`config.mk`:
```
export PLATFORM = sky130hd
export DESIGN_NAME = seq_alu
export DESIGN_NICKNAME = d
export VERILOG_FILES = /design/src/rtl/seq_alu.sv
export SDC_FILE = /design/constraint.sdc
export NUM_CORES = 1
export LEC_CHECK = 0
export CORE_MARGIN = 5
export CORE_UTILIZATION = 55
export DETAILED_ROUTE_END_ITERATION = 16
export HOLD_SLACK_MARGIN = 0.05
export PLACE_DENSITY = 0.82
export SLEW_MARGIN = 20
export SYNTH_ARGS = -nofsm -noshare
export SYNTH_HDL_FRONTEND = slang
export SYNTH_SLANG_ARGS = --single-unit
```
`constraint.sdc`:
```
create_clock -name clk -period 3.7 [get_ports clk]
set_input_delay 1.11 -clock clk [delete_from_list [all_inputs] [get_ports clk]]
set_output_delay 1.11 -clock clk [all_outputs]
set_load 0.05 [all_outputs]
```
`src/rtl/seq_alu.sv`:
```
// Multi-cycle ALU: ADD/SUB/SLT ripple through a CHUNK-bit adder one chunk per clock,
// logic/EQ ops finish in one cycle. Define SEQ_ALU_PRIENC_EN to enable op 1000 (PENC).
module seq_alu #(
    parameter int WIDTH = 8,
    parameter int CHUNK = 4
) (
    input  logic             clk,
    input  logic             rst_n,
    input  logic             in_valid,
    output logic             in_ready,
    input  logic [3:0]       op,
    input  logic [WIDTH-1:0] a,
    input  logic [WIDTH-1:0] b,
    output logic             out_valid,
    input  logic             out_ready,
    output logic [WIDTH-1:0] result,
    output logic             carry,
    output logic             ovf,
    output logic             zero
);
    localparam int N     = WIDTH / CHUNK;
    localparam int IDX_W = (N > 1) ? $clog2(N) : 1;

    localparam logic [1:0] IDLE = 2'd0;
    localparam logic [1:0] CALC = 2'd1;
    localparam logic [1:0] DONE = 2'd2;

    localparam logic [3:0] OP_ADD  = 4'b0000;
    localparam logic [3:0] OP_SUB  = 4'b0001;
    localparam logic [3:0] OP_NOT  = 4'b0010;
    localparam logic [3:0] OP_AND  = 4'b0011;
    localparam logic [3:0] OP_OR   = 4'b0100;
    localparam logic [3:0] OP_XOR  = 4'b0101;
    localparam logic [3:0] OP_SLT  = 4'b0110;
    localparam logic [3:0] OP_EQ   = 4'b0111;
`ifdef SEQ_ALU_PRIENC_EN
    localparam logic [3:0] OP_PENC = 4'b1000;
`endif

    logic [1:0]       state_q, state_d;
    logic [3:0]       op_q, op_d;
    logic [WIDTH-1:0] a_q, a_d, b_q, b_d;
    logic [WIDTH-1:0] result_q, result_d;
    logic             carry_q, carry_d, ovf_q, ovf_d, zero_q, zero_d;
    logic             out_valid_q, out_valid_d;
    logic [IDX_W-1:0] idx_q, idx_d;
    logic             cy_q, cy_d;

    logic [CHUNK-1:0] a_chunk, b_chunk;
    logic [CHUNK:0]   chunk_sum;
    logic             chunk_ovf;
    logic [WIDTH-1:0] single_res;

    // Subtraction is a + ~b + 1: the +1 arrives as the initial running carry.
    always_comb begin
        a_chunk   = a_q[idx_q*CHUNK +: CHUNK];
        b_chunk   = b_q[idx_q*CHUNK +: CHUNK] ^ {CHUNK{op_q != OP_ADD}};
        chunk_sum = {1'b0, a_chunk} + {1'b0, b_chunk} + {{CHUNK{1'b0}}, cy_q};
        chunk_ovf = (a_chunk[CHUNK-1] == b_chunk[CHUNK-1]) &&
                    (chunk_sum[CHUNK-1] != a_chunk[CHUNK-1]);
    end

    always_comb begin
        single_res = '0;
        case (op)
            OP_NOT:  single_res = ~a;
            OP_AND:  single_res = a & b;
            OP_OR:   single_res = a | b;
            OP_XOR:  single_res = a ^ b;
            OP_EQ:   single_res = {{(WIDTH-1){1'b0}}, a == b};
            default: begin
`ifdef SEQ_ALU_PRIENC_EN
                if (op == OP_PENC) begin
                    for (int i = 0; i < WIDTH; i++) begin
                        if (a[i]) single_res = WIDTH'(i);
                    end
                end
`endif
            end
        endcase
    end

    always_comb begin
        // NOTE: every _d starts as its _q so no path through this block infers a latch.
        state_d     = state_q;
        op_d        = op_q;
        a_d         = a_q;
        b_d         = b_q;
        result_d    = result_q;
        carry_d     = carry_q;
        ovf_d       = ovf_q;
        zero_d      = zero_q;
        out_valid_d = out_valid_q;
        idx_d       = idx_q;
        cy_d        = cy_q;
        case (state_q)
            IDLE: begin
                if (in_valid) begin
                    op_d    = op;
                    a_d     = a;
                    b_d     = b;
                    carry_d = 1'b0;
                    ovf_d   = 1'b0;
                    if (op == OP_ADD || op == OP_SUB || op == OP_SLT) begin
                        state_d = CALC;
                        idx_d   = '0;
                        cy_d    = (op != OP_ADD);
                    end else begin
                        result_d    = single_res;
                        zero_d      = (single_res == '0);
                        state_d     = DONE;
                        out_valid_d = 1'b1;
                    end
                end
            end
            CALC: begin
                result_d[idx_q*CHUNK +: CHUNK] = chunk_sum[CHUNK-1:0];
                cy_d  = chunk_sum[CHUNK];
                idx_d = idx_q + IDX_W'(1);
                if (idx_q == IDX_W'(N - 1)) begin
                    carry_d = chunk_sum[CHUNK];
                    ovf_d   = chunk_ovf;
                    if (op_q == OP_SLT) begin
                        result_d = {{(WIDTH-1){1'b0}}, chunk_sum[CHUNK-1] ^ chunk_ovf};
                    end
                    zero_d      = (result_d == '0);
                    state_d     = DONE;
                    out_valid_d = 1'b1;
                    idx_d       = '0;
                    cy_d        = 1'b0;
                end
            end
            DONE: begin
                if (out_ready) begin
                    state_d     = IDLE;
                    out_valid_d = 1'b0;
                end
            end
            default: state_d = IDLE;
        endcase
    end

    // NOTE: sequential state uses non-blocking assignments so all flops update together.
    always_ff @(posedge clk or negedge rst_n) begin
        if (!rst_n) begin
            state_q     <= IDLE;
            op_q        <= '0;
            a_q         <= '0;
            b_q         <= '0;
            result_q    <= '0;
            carry_q     <= 1'b0;
            ovf_q       <= 1'b0;
            zero_q      <= 1'b0;
            out_valid_q <= 1'b0;
            idx_q       <= '0;
            cy_q        <= 1'b0;
        end else begin
            state_q     <= state_d;
            op_q        <= op_d;
            a_q         <= a_d;
            b_q         <= b_d;
            result_q    <= result_d;
            carry_q     <= carry_d;
            ovf_q       <= ovf_d;
            zero_q      <= zero_d;
            out_valid_q <= out_valid_d;
            idx_q       <= idx_d;
            cy_q        <= cy_d;
        end
    end

    assign in_ready  = (state_q == IDLE);
    assign out_valid = out_valid_q;
    assign result    = result_q;
    assign carry     = carry_q;
    assign ovf       = ovf_q;
    assign zero      = zero_q;
endmodule
```
==> flow_metrics.tcl <==
set metrics [dict create \
    core_area_sq_mm 0.00438 \
    hp-class "flop to flop" \
    synthFlopType "dfrtp_1" \
    min_period_ns 3.00 \
    drc 0 \
    end_kind "flop" \
    postCtsHoldBufs 0 \
    final.setup.tns_ns 0 \
    die_y_um 77.6 \
    synthToLayoutAreaGrowth_pct 19.1 \
    synth_edf_count 0 \
    ctsHtreeMaxLevel 2 \
    grt-ovfl-total 0 \
    ios 37 \
    fin_util_pct 68.3 \
    diodes 0 \
    rrSetupSlack_ns 0.70 \
    fin_skew_ns 0.00846 \
    start_kind "flop" \
    crit_type "flop to flop" \
    whs_ns 0.480 \
    initial_core_util_pct 57.3 \
    cts_resized 0 \
    grt_pass1_vias 2064 \
    cts.sinks 36 \
    drv_cap 0 \
    stdcell_count 357 \
    ant_nets 0 \
    synth_area_sq_mm 0.00251 \
    clk_pin_slew_worst_paths_ns 0.07 \
    place_hpwl_um 4310 \
    synth_area_leaders "dfrtp_1 36%, mux2_2 10%, ha_1 9.5%, inv_1 3.6%, nand2b_1 3.5%" \
    worst_slack_ns 0.702 \
    placed_cell_area_sq_mm 0.00292 \
    required_ns 3.87 \
    outcome "completed" \
    num_vias 2077 \
    cts_buffers 5 \
    fmax_mhz 334 \
    grt_max_degree 37 \
    crit_fanout 4 \
    synth_top_area_share_pct 35.8 \
    wirelength_um 5560 \
    final_cell_mix "36 x dfrtp_1, 36 x clkdlybuf4s50_1, 24 x inv_1" \
    cts_tree "yes" \
    clock_path_buffers 2 \
    routedWlPerCell_um 15.6 \
    drive_gt1_share_pct 11.8 \
    place_worst_setup_slack_ns 0.431 \
    grt_usage_pct 19.8 \
    synth_seq_cells 36 \
    slew_headroom_pct 58.2 \
    cts_setup_buffers 0 \
    final_area_sq_mm 0.00299 \
    clk_latency_ns 0.29 \
    report.final.slew_viol_count 0 \
    syn-num-nets 315 \
    synth.distinct_cells 46 \
    p_per_area_mw_per_mm2 810 \
    syn-mean-instance-area_sq_um 9.31 \
    rows 24 \
    worstMarginPinSlew_ns 0.626 \
    cts_root_buf "clkbuf_8" \
    grt_first_pass_wirelength_um 9790 \
    finalWeightedCongestion 0.896 \
    dpl.cell_count 350 \
    firstDrtPassIters 4 \
    ys_async_sr_fraction_pct 100 \
    power_mw 2.43 \
    period_share_pct 81.0 \
    ys_seq_area_share_pct 35.8 \
    viasPerCell 5.82 \
    port-buffer-count 36 \
    layout.nets 350 \
    die-area_sq_mm 0.00602 \
    arrival_ns 3.17 \
    yosys_warnings 0 \
    ir_drop_v 0.000403 \
    rsz0062_at_grt "no" \
    setup_viol 0 \
    antenna_found_initial 0 \
    fp.dieW_um 77.6 \
    drt_iter0_markers 185 \
    p_leak_nw 1.34 \
    synthCells 270 \
    synth_largest_area_cell "dfrtp_1" \
    hold_violations 0 \
]
cell type report:
| type | count | area [sq um] |
|---|---|---|
| multi-input combinational | 197 | 1460 |
| timing repair buffer | 41 | 398 |
| fill | 361 | 1390 |
| tap | 52 | 65.1 |
| clock buffer | 6 | 72.6 |
| clock inverter | 1 | 5.00 |
| inverter | 24 | 90.1 |
| sequential | 36 | 901 |
metal layers:
layer  global-route usage, %  routed length (um)  up-vias  share of wire (%)
li1                        -                   -     1026                  -
met1                    26.2                2450      973                 44
met2                    31.6                2670       68                 48
met3                    4.40                 353       10                6.4
met4                    7.56                  85        0                1.5
met5                       0                   0        -                  0
power breakdown:
group	switching, mW	internal (mW)	leakage [nW]
registers	0.135	0.568	0.441
logic	0.847	0.610	0.860
clock network	0.137	0.128	0.0410
Yosys cell counts, drive strengths merged, types with 3 or more instances:
| cell | count |
|---|---|
| a2bb2oi | 3 |
| nand2b | 14 |
| xnor2 | 3 |
| a31oi | 3 |
| mux2 | 24 |
| o22ai | 10 |
| ha | 19 |
| a21oi | 13 |
| nor2b | 4 |
| dfrtp | 36 |
| a22o | 4 |
| nand2 | 16 |
| xor2 | 4 |
| mux2i | 6 |
| o21ai | 17 |
| buf | 5 |
| clkbuf | 8 |
| nor3 | 5 |
| inv | 24 |
| nor2 | 21 |
| a22oi | 6 |
sequential cells by signal (all words and copies together) (netlist names):
name	cells
op_q	4
zero	1
cy_q	1
carry	1
a_q	8
state_q	2
b_q	8
result	8
out_valid	1
idx_q	1
ovf	1
worst max-delay path, stage by stage, from the launching register on:
cell     delay (ns)
dfrtp_1        0.40
nor4_2         0.42
xnor2_1        0.20
fa_1           0.43
fa_1           0.42
xnor2_1        0.34
nor4_1         0.11
a41oi_1        0.19
o31ai_1        0.10
a32oi_1        0.19
o21ai_1        0.08
logic make-up (layout without fill, tap and decap cells):
family                     Yosys count  count (layout)  share of synthesized area, %
xor gates and xnor gates             7               7                          2.44
adders and majority gates           21              21                          11.1
buffers and inverters               37              72                          5.97
DFF                                 36              36                          35.8
muxes                               30              30                          13.1
and+or+nand+nor                     72              72                          14.3
AOI/OAI and AO/OA                   67              67                          17.2
path summary, 6_finish.rpt:
path                          from   endpoint  cells past startpoint
min in group asynchronous    rst_n  result[7]                      2
hold reg to reg              carry      carry                      2
hold / removal               carry      carry                      2
setup reg to reg           op_q[1]       zero                     10
max in group asynchronous    rst_n     a_q[7]                      2
setup / recovery           op_q[1]       zero                     10
(Power assumes the default switching activity.)
